### src/rtl/race_start_sequencer.sv
// Lobby-to-race start sequencer: counts ready players, runs an abortable
// countdown, then issues a one-cycle go pulse with the latched participant mask.
module race_start_sequencer #(
    parameter int NUM_PLAYERS      = 4,
    parameter int MIN_READY        = 2,
    parameter int TICK_CLK_COUNT   = 50000000,
    parameter int COUNTDOWN_START  = 7,
    parameter int ABORT_ON_UNREADY = 1
) (
    input  logic                                   clk,
    input  logic                                   reset,
    input  logic [NUM_PLAYERS-1:0]                 ready,
    input  logic                                   restart,
    output logic                                   is_in_menu,
    output logic [$clog2(COUNTDOWN_START+1)-1:0]   countdown,
    output logic                                   activity,
    output logic                                   go,
    output logic [NUM_PLAYERS-1:0]                 participants,
    output logic [$clog2(NUM_PLAYERS+1)-1:0]       ready_count
);

    localparam int CW  = $clog2(COUNTDOWN_START + 1);
    localparam int RCW = $clog2(NUM_PLAYERS + 1);
    localparam int TW  = $clog2(TICK_CLK_COUNT);

    localparam logic [CW-1:0]  CD_START    = CW'(COUNTDOWN_START);
    localparam logic [RCW-1:0] MIN_READY_C = RCW'(MIN_READY);
    localparam logic [TW-1:0]  TICK_LAST   = TW'(TICK_CLK_COUNT - 1);

    typedef enum logic [1:0] {
        IDLE     = 2'd0,
        COUNTING = 2'd1,
        RACING   = 2'd2
    } state_t;

    state_t                  state, state_next;
    logic [TW-1:0]           tick_cnt, tick_cnt_next;
    logic [CW-1:0]           countdown_next;
    logic                    go_next;
    logic [NUM_PLAYERS-1:0]  participants_next;
    logic                    enough;
    logic                    tick;

    always_comb begin
        ready_count = '0;
        for (int i = 0; i < NUM_PLAYERS; i++) begin
            ready_count = ready_count + RCW'(ready[i]);
        end
    end

    assign enough     = (ready_count >= MIN_READY_C);
    assign tick       = (state == COUNTING) && (tick_cnt == TICK_LAST);
    assign activity   = tick;
    assign is_in_menu = (state != RACING);

    // Leaving COUNTING for any reason leaves the tick counter at 0, so the
    // next countdown always starts with a full first step.
    always_comb begin
        state_next        = state;
        countdown_next    = countdown;
        tick_cnt_next     = '0;
        go_next           = 1'b0;
        participants_next = participants;
        case (state)
            IDLE: begin
                countdown_next = '0;
                if (enough && !restart) begin
                    state_next     = COUNTING;
                    countdown_next = CD_START;
                end
            end
            COUNTING: begin
                if (restart) begin
                    state_next     = IDLE;
                    countdown_next = '0;
                end else if (!enough && (ABORT_ON_UNREADY != 0)) begin
                    state_next     = IDLE;
                    countdown_next = '0;
                end else if (tick && (countdown == CW'(1))) begin
                    state_next        = RACING;
                    countdown_next    = '0;
                    participants_next = ready;
                    go_next           = 1'b1;
                end else begin
                    if (tick) begin
                        countdown_next = countdown - CW'(1);
                    end
                    tick_cnt_next = tick ? '0 : tick_cnt + TW'(1);
                end
            end
            RACING: begin
                countdown_next = '0;
                if (restart) begin
                    state_next        = IDLE;
                    participants_next = '0;
                end
            end
            default: begin
                state_next        = IDLE;
                countdown_next    = '0;
                participants_next = '0;
            end
        endcase
    end

    always_ff @(posedge clk or negedge reset) begin
        if (!reset) begin
            state        <= IDLE;
            tick_cnt     <= '0;
            countdown    <= '0;
            go           <= 1'b0;
            participants <= '0;
        end else begin
            state        <= state_next;
            tick_cnt     <= tick_cnt_next;
            countdown    <= countdown_next;
            go           <= go_next;
            participants <= participants_next;
        end
    end

endmodule

### config.mk
export PLATFORM = sky130hd
export DESIGN_NAME = race_start_sequencer
export DESIGN_NICKNAME = d
export VERILOG_FILES = /design/src/rtl/race_start_sequencer.sv
export SDC_FILE = /design/constraint.sdc
export NUM_CORES = 1
export LEC_CHECK = 0
export CAP_MARGIN = 10
export CORE_MARGIN = 3
export CORE_UTILIZATION = 31
export DETAILED_ROUTE_END_ITERATION = 12
export GPL_TIMING_DRIVEN = 0
export PLACE_DENSITY = 0.53
export SLEW_MARGIN = 20
export SYNTH_ARGS = -nofsm -noshare
export SYNTH_HDL_FRONTEND = slang
export SYNTH_SLANG_ARGS = --single-unit
### constraint.sdc
create_clock -name clk -period 2.7 [get_ports clk]
set_input_delay 0.54 -clock clk [delete_from_list [all_inputs] [get_ports clk]]
set_output_delay 0.54 -clock clk [all_outputs]
set_load 0.02 [all_outputs]
# Yosys cells after proc, flatten, opt, wreduce, memory -nomap -nowiden
# Index checks and enable logic that the tools add are counted.
[word_totals]
register_bits = 36
latchBits = 0
ram_bits = 0
rom_bits = 0
in_bits = 7
out_inout_bits = 13
word_cells = 57
n_memories = 0
[classes]
n_addsub = 5
mul = 0
div_mod_pow = 0
n_lt_le_gt_ge = 1
n_eq_ne = 12
shifts = 0
n_mux = 26
bitwise_logic = 1
reduce_logical = 7
[ops]
columns = ["op", "n"]
rows = [
  ["$mux 26", 5],
  ["$add 26x1->26 const B", 1],
  ["$eq 26x26->1 const B", 1],
  ["$mux 4", 4],
  ["$mux 3", 5],
  ["$pmux 4 s3", 1],
  ["$mux 2", 5],
  ["$ne 2x2->1 const B", 5],
  ["$pmux 2 s3", 1],
  ["$pmux 3 s2", 1],
  ["$ne 5x4->1 const B", 1],
  ["$reduce_and 5->1", 1],
  ["$mux 1", 4],
  ["$ne 4x3->1 const B", 1],
  ["$add 2x1->3", 1],
  ["$add 3x1->3", 1],
  ["$eq 3x1->1 const B", 1],
  ["$ge 3x2->1 const B", 1],
  ["$logic_and 1x1->1", 3],
  ["$reduce_and 3->1", 1],
  ["$sub 3x1->3 const B", 1],
  ["$add 1x1->2", 1],
  ["$eq 2x1->1 const B", 1],
  ["$eq 2x2->1 const B", 1],
  ["4 further kinds", 4],
]

# Depth between registers and ports, before layout
[logic_depth]
depth_word = 7
mapped_depth = 12
depth_no_buf = 11

# Least setup slack after synthesis
# No wires, ideal clock.
[synth_timing]
path_kind = "input to register"
startpoint = "input port ready[0]"
endpoint = "register tick_cnt[13]"
setup_time_ns = 0.121
arrival_ns = 2.261
required_time_ns = 2.579
slack_ns = 0.318
stages = 12
path_buffers = 2
path_cell_list = "inv_1 > fa_1 > inv_1 > ha_1 > inv_1 > ha_1 > nor2_1 > nand2_1 > a21o_1 > buf_2 > buf_2 > nor2_1"
[synth_via]
elab_chain_len = 7
[synth_lines]
columns = ["element", "line", "rtl"]
rows = [
  ["start, declared", "12", "input logic [NUM_PLAYERS-1:0] ready,"],
  ["$add 1x1->2", "47", "ready_count = ready_count + RCW'(ready[i]);"],
  ["$add 2x1->3", "47", ""],
  ["$add 3x1->3", "47", ""],
  ["$ge 3x2->1", "51", "assign enough = (ready_count >= MIN_READY_C);"],
  ["$mux 26", "76", "end else if (!enough && (ABORT_ON_UNREADY != 0)) begin"],
  ["$mux 26", "73", "if (restart) begin"],
  ["$mux 26", "64", "case (state)"],
  ["net tick_cnt_next[13]", "37", "logic [TW-1:0] tick_cnt, tick_cnt_next;"],
  ["end signal, assigned", "115", "tick_cnt <= tick_cnt_next;"],
  ["end, declared", "37", ""],
]
# The timed path passes the listed nets, and every way through them passes these cells.
# A chain may end at the register's enable or synchronous reset.

# Worst setup path in the final report
[layout_timing]
startpoint = "register tick_cnt[9]"
endpoint = "output port activity"
[layout_via]
elab_chain_len = 2
[layout_lines]
columns = ["element", "line", "rtl"]
rows = [
  ["$eq 26x26->1", "52", "assign tick = (state == COUNTING) && (tick_cnt == TICK_LAST);"],
  ["$logic_and 1x1->1", "52", ""],
  ["end, declared", "16", "output logic activity,"],
]
# No other way between the ends.

==> impl_metrics.tcl <==
set metrics [dict create \
    synthAdderAreaFrac 0.0496 \
    synthFlopType "dfrtp_1" \
    synthTopCellsByArea "dfrtp_1 (47%), xor2_1 (6.4%), nor2_1 (5.9%), ha_1 (3.9%), nand3_1 (2.9%)" \
    firstDrtPassIters 5 \
    crit_path_max_fanout 5 \
    reg2reg_slack_ns 0.55 \
    p_sw_mw 0.344 \
    post-route-min-period_ns 2.45 \
    insertion_delay_ns 0.28 \
    die_h_um 84.7 \
    grt_usage 0.118 \
    power_frac_seq 0.456 \
    start_util 0.322 \
    antenna_cells 0 \
    synth_top_family_by_area "simple AND/OR/NAND/NOR gates" \
    grt_pass1_wl_mm 6.81 \
    drc 0 \
    hpwl_mm 2.74 \
    cts_hold_buffers 0 \
    worstPathArrival_ns 1.91 \
    finalWeightedCongestion 0.773 \
    portBuffers 19 \
    postCtsSetupRepairBufs 0 \
    status "finished, final reports clean" \
    synth-seq-cells 36 \
    cap_viol_max_count 0 \
    fin_crit_sh 0.909 \
    wirelength_mm 3.85 \
    synth_fp_nets 209 \
    cts_max_path_buffers 2 \
    crit_path_start "tick_cnt[9]$_DFF_PN0_" \
    synth.most_common_cell "dfrtp_1" \
    p_int_mw 0.941 \
    routedWlPerCell_um 12.9 \
    vias 1423 \
    die_w_um 84.7 \
    synthArstFlopShare 1.00 \
    multiInputGateArea_sq_um 968 \
    clock_sinks 36 \
    postSynthAreaPerCell_sq_um 9.84 \
    cts_buffers 5 \
    htree_levels 2 \
    area_growth_pct 23.5 \
    crit_type "reg -> out" \
    fmax_mhz 408 \
    rr_startpoint "tick_cnt[0]$_DFF_PN0_" \
    slew_violations 0 \
    setup_violations 0 \
    cts_tree "built" \
    reg2reg_to "participants[3]$_DFFE_PN0P_" \
    ys_seq_area_frac 0.470 \
    synth_compound_area_frac 0.0789 \
    dieArea_sq_um 7170 \
    synthXorXnorAreaFrac 0.0913 \
    overflow 0 \
    core_sq_um 5960 \
    drtIter0Drc 57 \
    stdcell_count 298 \
    p_per_area_nw_per_um2 542 \
    holdCritPathClass "in -> async" \
    cpMaxStageDelayCell "or4b_4" \
    vias_per_cell 4.78 \
    yosys.area.top_type "dfrtp_1" \
    ios 20 \
    synth_cells 195 \
    synth_cell_types 39 \
    switching_share 0.268 \
    endpoint "activity" \
    fillers 600 \
    cp-end-kind "output pin" \
    first_global_vias 1425 \
    start_kind "flip-flop" \
    pwr-share-clk 0.365 \
    worstMarginPinSlew_ns 0.557 \
    power_mw 1.29 \
    cts-root-buf "clkbuf_8" \
    yosysWarnings 0 \
    synthSimpleGateAreaFrac 0.260 \
    cellLeakagePower_nw 1.01 \
    synth_top_area_share 0.470 \
    slew_headroom 0.627 \
    dp.cells 290 \
    path_clk_slew_ns 0.08 \
    syn_area_sq_um 1920 \
    synth_mux_area_frac 0.0130 \
    finClkSkew_ns 0.00541 \
    crit_required_ns 2.16 \
    slowest_delay_ns 0.57 \
    ir_worst_vdd_mv 0.336 \
    ff_latch_area_sq_um 901 \
    synth_commonest_cells "dfrtp_1 (36), nor2_1 (30), xor2_1 (14), inv_1 (13), nand3_1 (11)" \
    postRouteAntennaNets 0 \
    fin_nets 236 \
    reg2reg_depth 6 \
    report.final.hold_viol_count 0 \
    grt_max_degree 23 \
    combPwrFrac 0.179 \
    std_cell_rows 28 \
    synth_edf_count 0 \
    path_cells "or4b_4 -> nor3_4 -> nand2_2 -> nor2_1 -> clkbuf_2" \
    drive_gt1_frac 0.148 \
    antenna_found_initial 0 \
    rsz0062_at_grt "false" \
]
## placed cells by master, fill, tap and decap left out, types with 2 or more instances in the layout
master / n
or4_1: 3
nand4_1: 7
nand2b_1: 3
nor3_2: 2
clkdlybuf4s50_1: 11
nand2_2: 2
nor2_2: 2
o21ai_0: 8
dlymetal6s2s_1: 3
buf_6: 3
xnor2_1: 6
o22ai_1: 2
or3_1: 4
clkbuf_8: 5
buf_2: 2
inv_2: 4
a21o_1: 2
nand3_1: 11
and3_1: 7
nor2_1: 28
ha_1: 4
nor3b_1: 2
a21oi_1: 7
xor2_1: 14
dfrtp_1: 36
inv_1: 9
clkbuf_1: 2
nand2_1: 9
## cell type report
type                    count  area share
plain buffers               5      0.0158
clock buffers               6      0.0306
clock inverters             2      0.0148
inverters                  13      0.0206
multi-input cells         141       0.409
flip-flops and latches     36       0.380
well taps                  75      0.0396
repair buffers             20      0.0898
## routing by layer
metal,vias up,share of wire,global-route usage
li1,722,-,-
met1,686,0.50,0.168
met2,13,0.47,0.174
met5,-,0,0
met4,0,0.0062,0.0345
met3,2,0.022,0.0314
## cell families (layout without fill, tap and decap cells)
group,after synthesis,count (layout)
adder cells (fa/ha/maj),7,7
XOR/XNOR,20,20
AO/OA/AOI/OAI,23,23
buffers and inverters,18,46
flip-flops,36,36
multiplexers,2,2
AND/OR/NAND/NOR,89,89
## registers in the layout, indices dropped and copies added (netlist names)
register	count
go	1
tick_cnt	26
participants	4
state	2
countdown	3
## worst min-delay path by stage
stage,startpoint,endpoint,slack [ns],cells after the start
floorplan,reset,countdown[0]$_DFFE_PN0P_,0.24,0
detailed placement,tick_cnt[0]$_DFF_PN0_,tick_cnt[0]$_DFF_PN0_,0.49,1
global placement,tick_cnt[0]$_DFF_PN0_,tick_cnt[0]$_DFF_PN0_,0.49,1
finish,reset,countdown[0]$_DFFE_PN0P_,0.18,1
CTS,reset,countdown[0]$_DFFE_PN0P_,0.18,1
global route,reset,tick_cnt[22]$_DFF_PN0_,0.19,1
## power by group through the flow
stage,registers [mW],logic [mW],clock network (mW)
detailed placement,0.596,0.221,0
global route,0.591,0.254,0.514
global placement,0.597,0.217,0
finish,0.586,0.230,0.469
floorplan,0.612,0.108,0
CTS,0.586,0.220,0.485
## worst max-delay path: cells and delay by family, from the launching register on
kind | cells | cell delay [ns]
and+or+nand+nor | 4 | 1.02
buffers and inverters | 1 | 0.18
DFF | 1 | 0.44
## repair_timing
action / CTS / global route
cloned: 0 / 0
pin swaps: 1 / 1
setup endpoints to repair: 26 / 37
resized for setup: 14 / 20
hold endpoints to repair: 0 / 0
## stage by stage
| step | utilization | hold WS (ns) | worst slack [ns] | area (sq um) | TNS [ns] |
|---|---|---|---|---|---|
| after floorplan | - | 0.244 | 0.318 | 1920 | 0 |
| after global placement | 0.370 | 0.487 | -0.500 | 2200 | -13.38 |
| after detailed placement | 0.374 | 0.488 | -0.475 | 2220 | -12.76 |
| after CTS | 0.391 | 0.183 | -0.108 | 2330 | -2.15 |
| after global routing | 0.398 | 0.191 | 0.112 | 2370 | 0 |
| final | 0.398 | 0.179 | 0.247 | 2370 | 0 |
Note: power is estimated with default switching activity, not from simulation.
==> variant (config.mk and constraints unchanged) <==
The 3 states of `state_t` get a one-hot encoding in 3 bits.
--- a/src/rtl/race_start_sequencer.sv
+++ b/src/rtl/race_start_sequencer.sv
@@ -28,8 +28,8 @@
     localparam logic [TW-1:0]  TICK_LAST   = TW'(TICK_CLK_COUNT - 1);
 
-    typedef enum logic [1:0] {
-        IDLE     = 2'd0,
-        COUNTING = 2'd1,
-        RACING   = 2'd2
+    typedef enum logic [2:0] {
+        IDLE     = 3'b001,
+        COUNTING = 3'b010,
+        RACING   = 3'b100
     } state_t;
 
Check against the original RTL: same outputs for any inputs over 10 cycles, from zero or initial values and one cycle with reset low; not proved beyond that.
==> variant against the original RTL <==
Global-route usage grew 0.11 points. Highest routed layer unchanged. Worst setup slack lost 0.14 ns. Synthesized area grew 3.7%. Core utilization grew 0.42 points. Sequential cell count grew 1. Non-clock buffer count grew 3. Power shrank 14%. Wire length grew 3.1%. Critical path depth grew 2. Design area grew 2.9%.
==> variant: results (changes against the original RTL) <==
metric	value	unit	change
initial antenna violation count	0		unchanged
syn_area_per_cell	9.746	sq um	-0.92%
Worst Path Max Fanout	5		unchanged
placed cell area	2295	sq um	+3.1%
xor/xnor share of the synthesized area	0.1145		+0.02321
first-pass GRT wire length	6817	microns	+0.10%
Synth Warn #	0		unchanged
Final nets	248		+5.1%
final setup violating endpoints	0		unchanged
total global-route track usage	0.1187		+0.001054
H-tree depth	2		unchanged
reg2reg start	tick_cnt[0]$_DFF_PN0_		
compound-cell area share of the yosys netlist	0.06545		-0.01348
Worst Hold Class	in -> async		
layout cells sized above 1	0.1872		+0.03925
clk_skew	0.004593	ns	-0.0008159 ns
largest net degree at the start of global routing	23		unchanged
antenna fix cells	0		unchanged
Post-synth top cells	37 x nor2_1, 36 x dfrtp_1, 19 x xnor2_1		
Leakage	0.9967	nW	-1.6%
post-synthesis sequential area ratio	0.4663		-0.003336
clock root buffer	clkbuf_8		
Clock transition at path regs	0.07	ns	
Synth cell types	38		-2.6%
FF-to-FF path depth	8		+2
Mapped Nets	218		+4.3%
RePlAce Congestion	0.7314		-5.4%
Initial DRC Count	69		+21%
Critical R2R Capture	participants[3]$_DFFE_PN0P_		
status	completed		
Tightest Pin Transition	0.4260	ns	-0.1306 ns
worst endpoint data arrival time	2.05	ns	+0.14 ns
Largest regs	tick_cnt (26), participants (4)		
DPL Wire Length	2866	microns	+4.6%
Routed WL	3965	microns	+3.1%
via count	1431		+0.56%
worst-skew pair later-pin latency	0.29	ns	
Clock Path Buffers	2		unchanged
register-to-register setup slack	0.48	ns	-0.07 ns
Biggest register	tick_cnt		
hold slack final	0.1749	ns	-0.003778 ns
DP Cell Count	299		+3.1%
per-cell routed wire length	12.79	microns	-0.92%
adder-cell share of the synthesized area	0.04783		-0.001747
DR pass1 iterations	5		unchanged
Synth area leaders	dfrtp_1 45%, xnor2_1 8.4%, nor2_1 7.0%		
mux cell area share after synthesis	0		-0.01305
Worst VDD drop	0.1642	mV	-51%
variant: cell count changes after synthesis, moves of 5 or more:
cell	unedited run	this run
o21ai_0	8	3
xnor2_1	6	19
nor2_1	30	37
nor3_1	1	6
xor2_1	14	7
variant: cell type report:
| type | instances | area [sq um] |
|---|---|---|
| plain buffers | 4 | 33.78 |
| multi-input cells | 145 | 996.0 |
| fillers | 610 | 3623 |
| well taps | 75 | 93.84 |
| flip-flops and latches | 37 | 927.1 |
| inverters | 17 | 63.81 |
| clock buffers | 8 | 80.08 |
| repair buffers | 24 | 242.7 |
variant: repair_timing:
item                                    4_1_cts  5_1_grt
resized for setup                            30        1
pin swaps                                     3        2
buffers inserted                              3        1
endpoints found under the setup margin       38        1
endpoints found under the hold margin         0        0
variant: layer usage:
metal | part of all wire | GRT usage | vias up
met4 | 0.017 | 0.04317 | 0
met1 | 0.51 | 0.1627 | 674
met3 | 0.025 | 0.03650 | 6
li1 | - | - | 740
met5 | 0 | 0 | -
met2 | 0.45 | 0.1759 | 11
variant: cells by family after synthesis:
logic type | Yosys count
adders and majority gates | 7
xor gates and xnor gates | 26
DFF | 37
buffers and inverters | 22
and+or+nand+nor | 94
AOI/OAI and AO/OA | 18
variant: worst max path at each step:
stage	startpoint	depth (start not counted)	endpoint
floorplan	ready[0]	10	participants[0]$_DFFE_PN0P_
global placement	ready[0]	13	tick_cnt[6]$_DFF_PN0_
detailed placement	ready[0]	13	tick_cnt[6]$_DFF_PN0_
CTS	tick_cnt[0]$_DFF_PN0_	7	activity
global route	tick_cnt[1]$_DFF_PN0_	7	activity
finish	tick_cnt[0]$_DFF_PN0_	7	activity
variant: power by group:
| part | internal [mW] | switching, mW | total, mW | leakage, nW |
|---|---|---|---|---|
| sequential | 0.567 | 0.0159 | 0.583 | 0.510 |
| clock | 0.183 | 0.187 | 0.371 | 0.0395 |
| combinational | 0.0665 | 0.0849 | 0.151 | 0.447 |
variant: per-stage QoR:
stage	util	power [mW]	worst slack, ns
after floorplan	-	0.6719	0.1066
after global placement	0.3749	0.7334	-0.6699
after detailed placement	0.3786	0.7372	-0.7021
after CTS	0.4005	1.121	0.003316
after global routing	0.4021	1.174	0.00005174
final	0.4021	1.105	0.1115
variant: critical path, cell delays in order, from the launching register on:
cell,delay (ns)
dfrtp_1,0.38
ha_2,0.21
and3_1,0.15
clkbuf_4,0.17
nand2_2,0.09
nor4_4,0.29
and3_2,0.22
clkdlybuf4s15_2,0.25
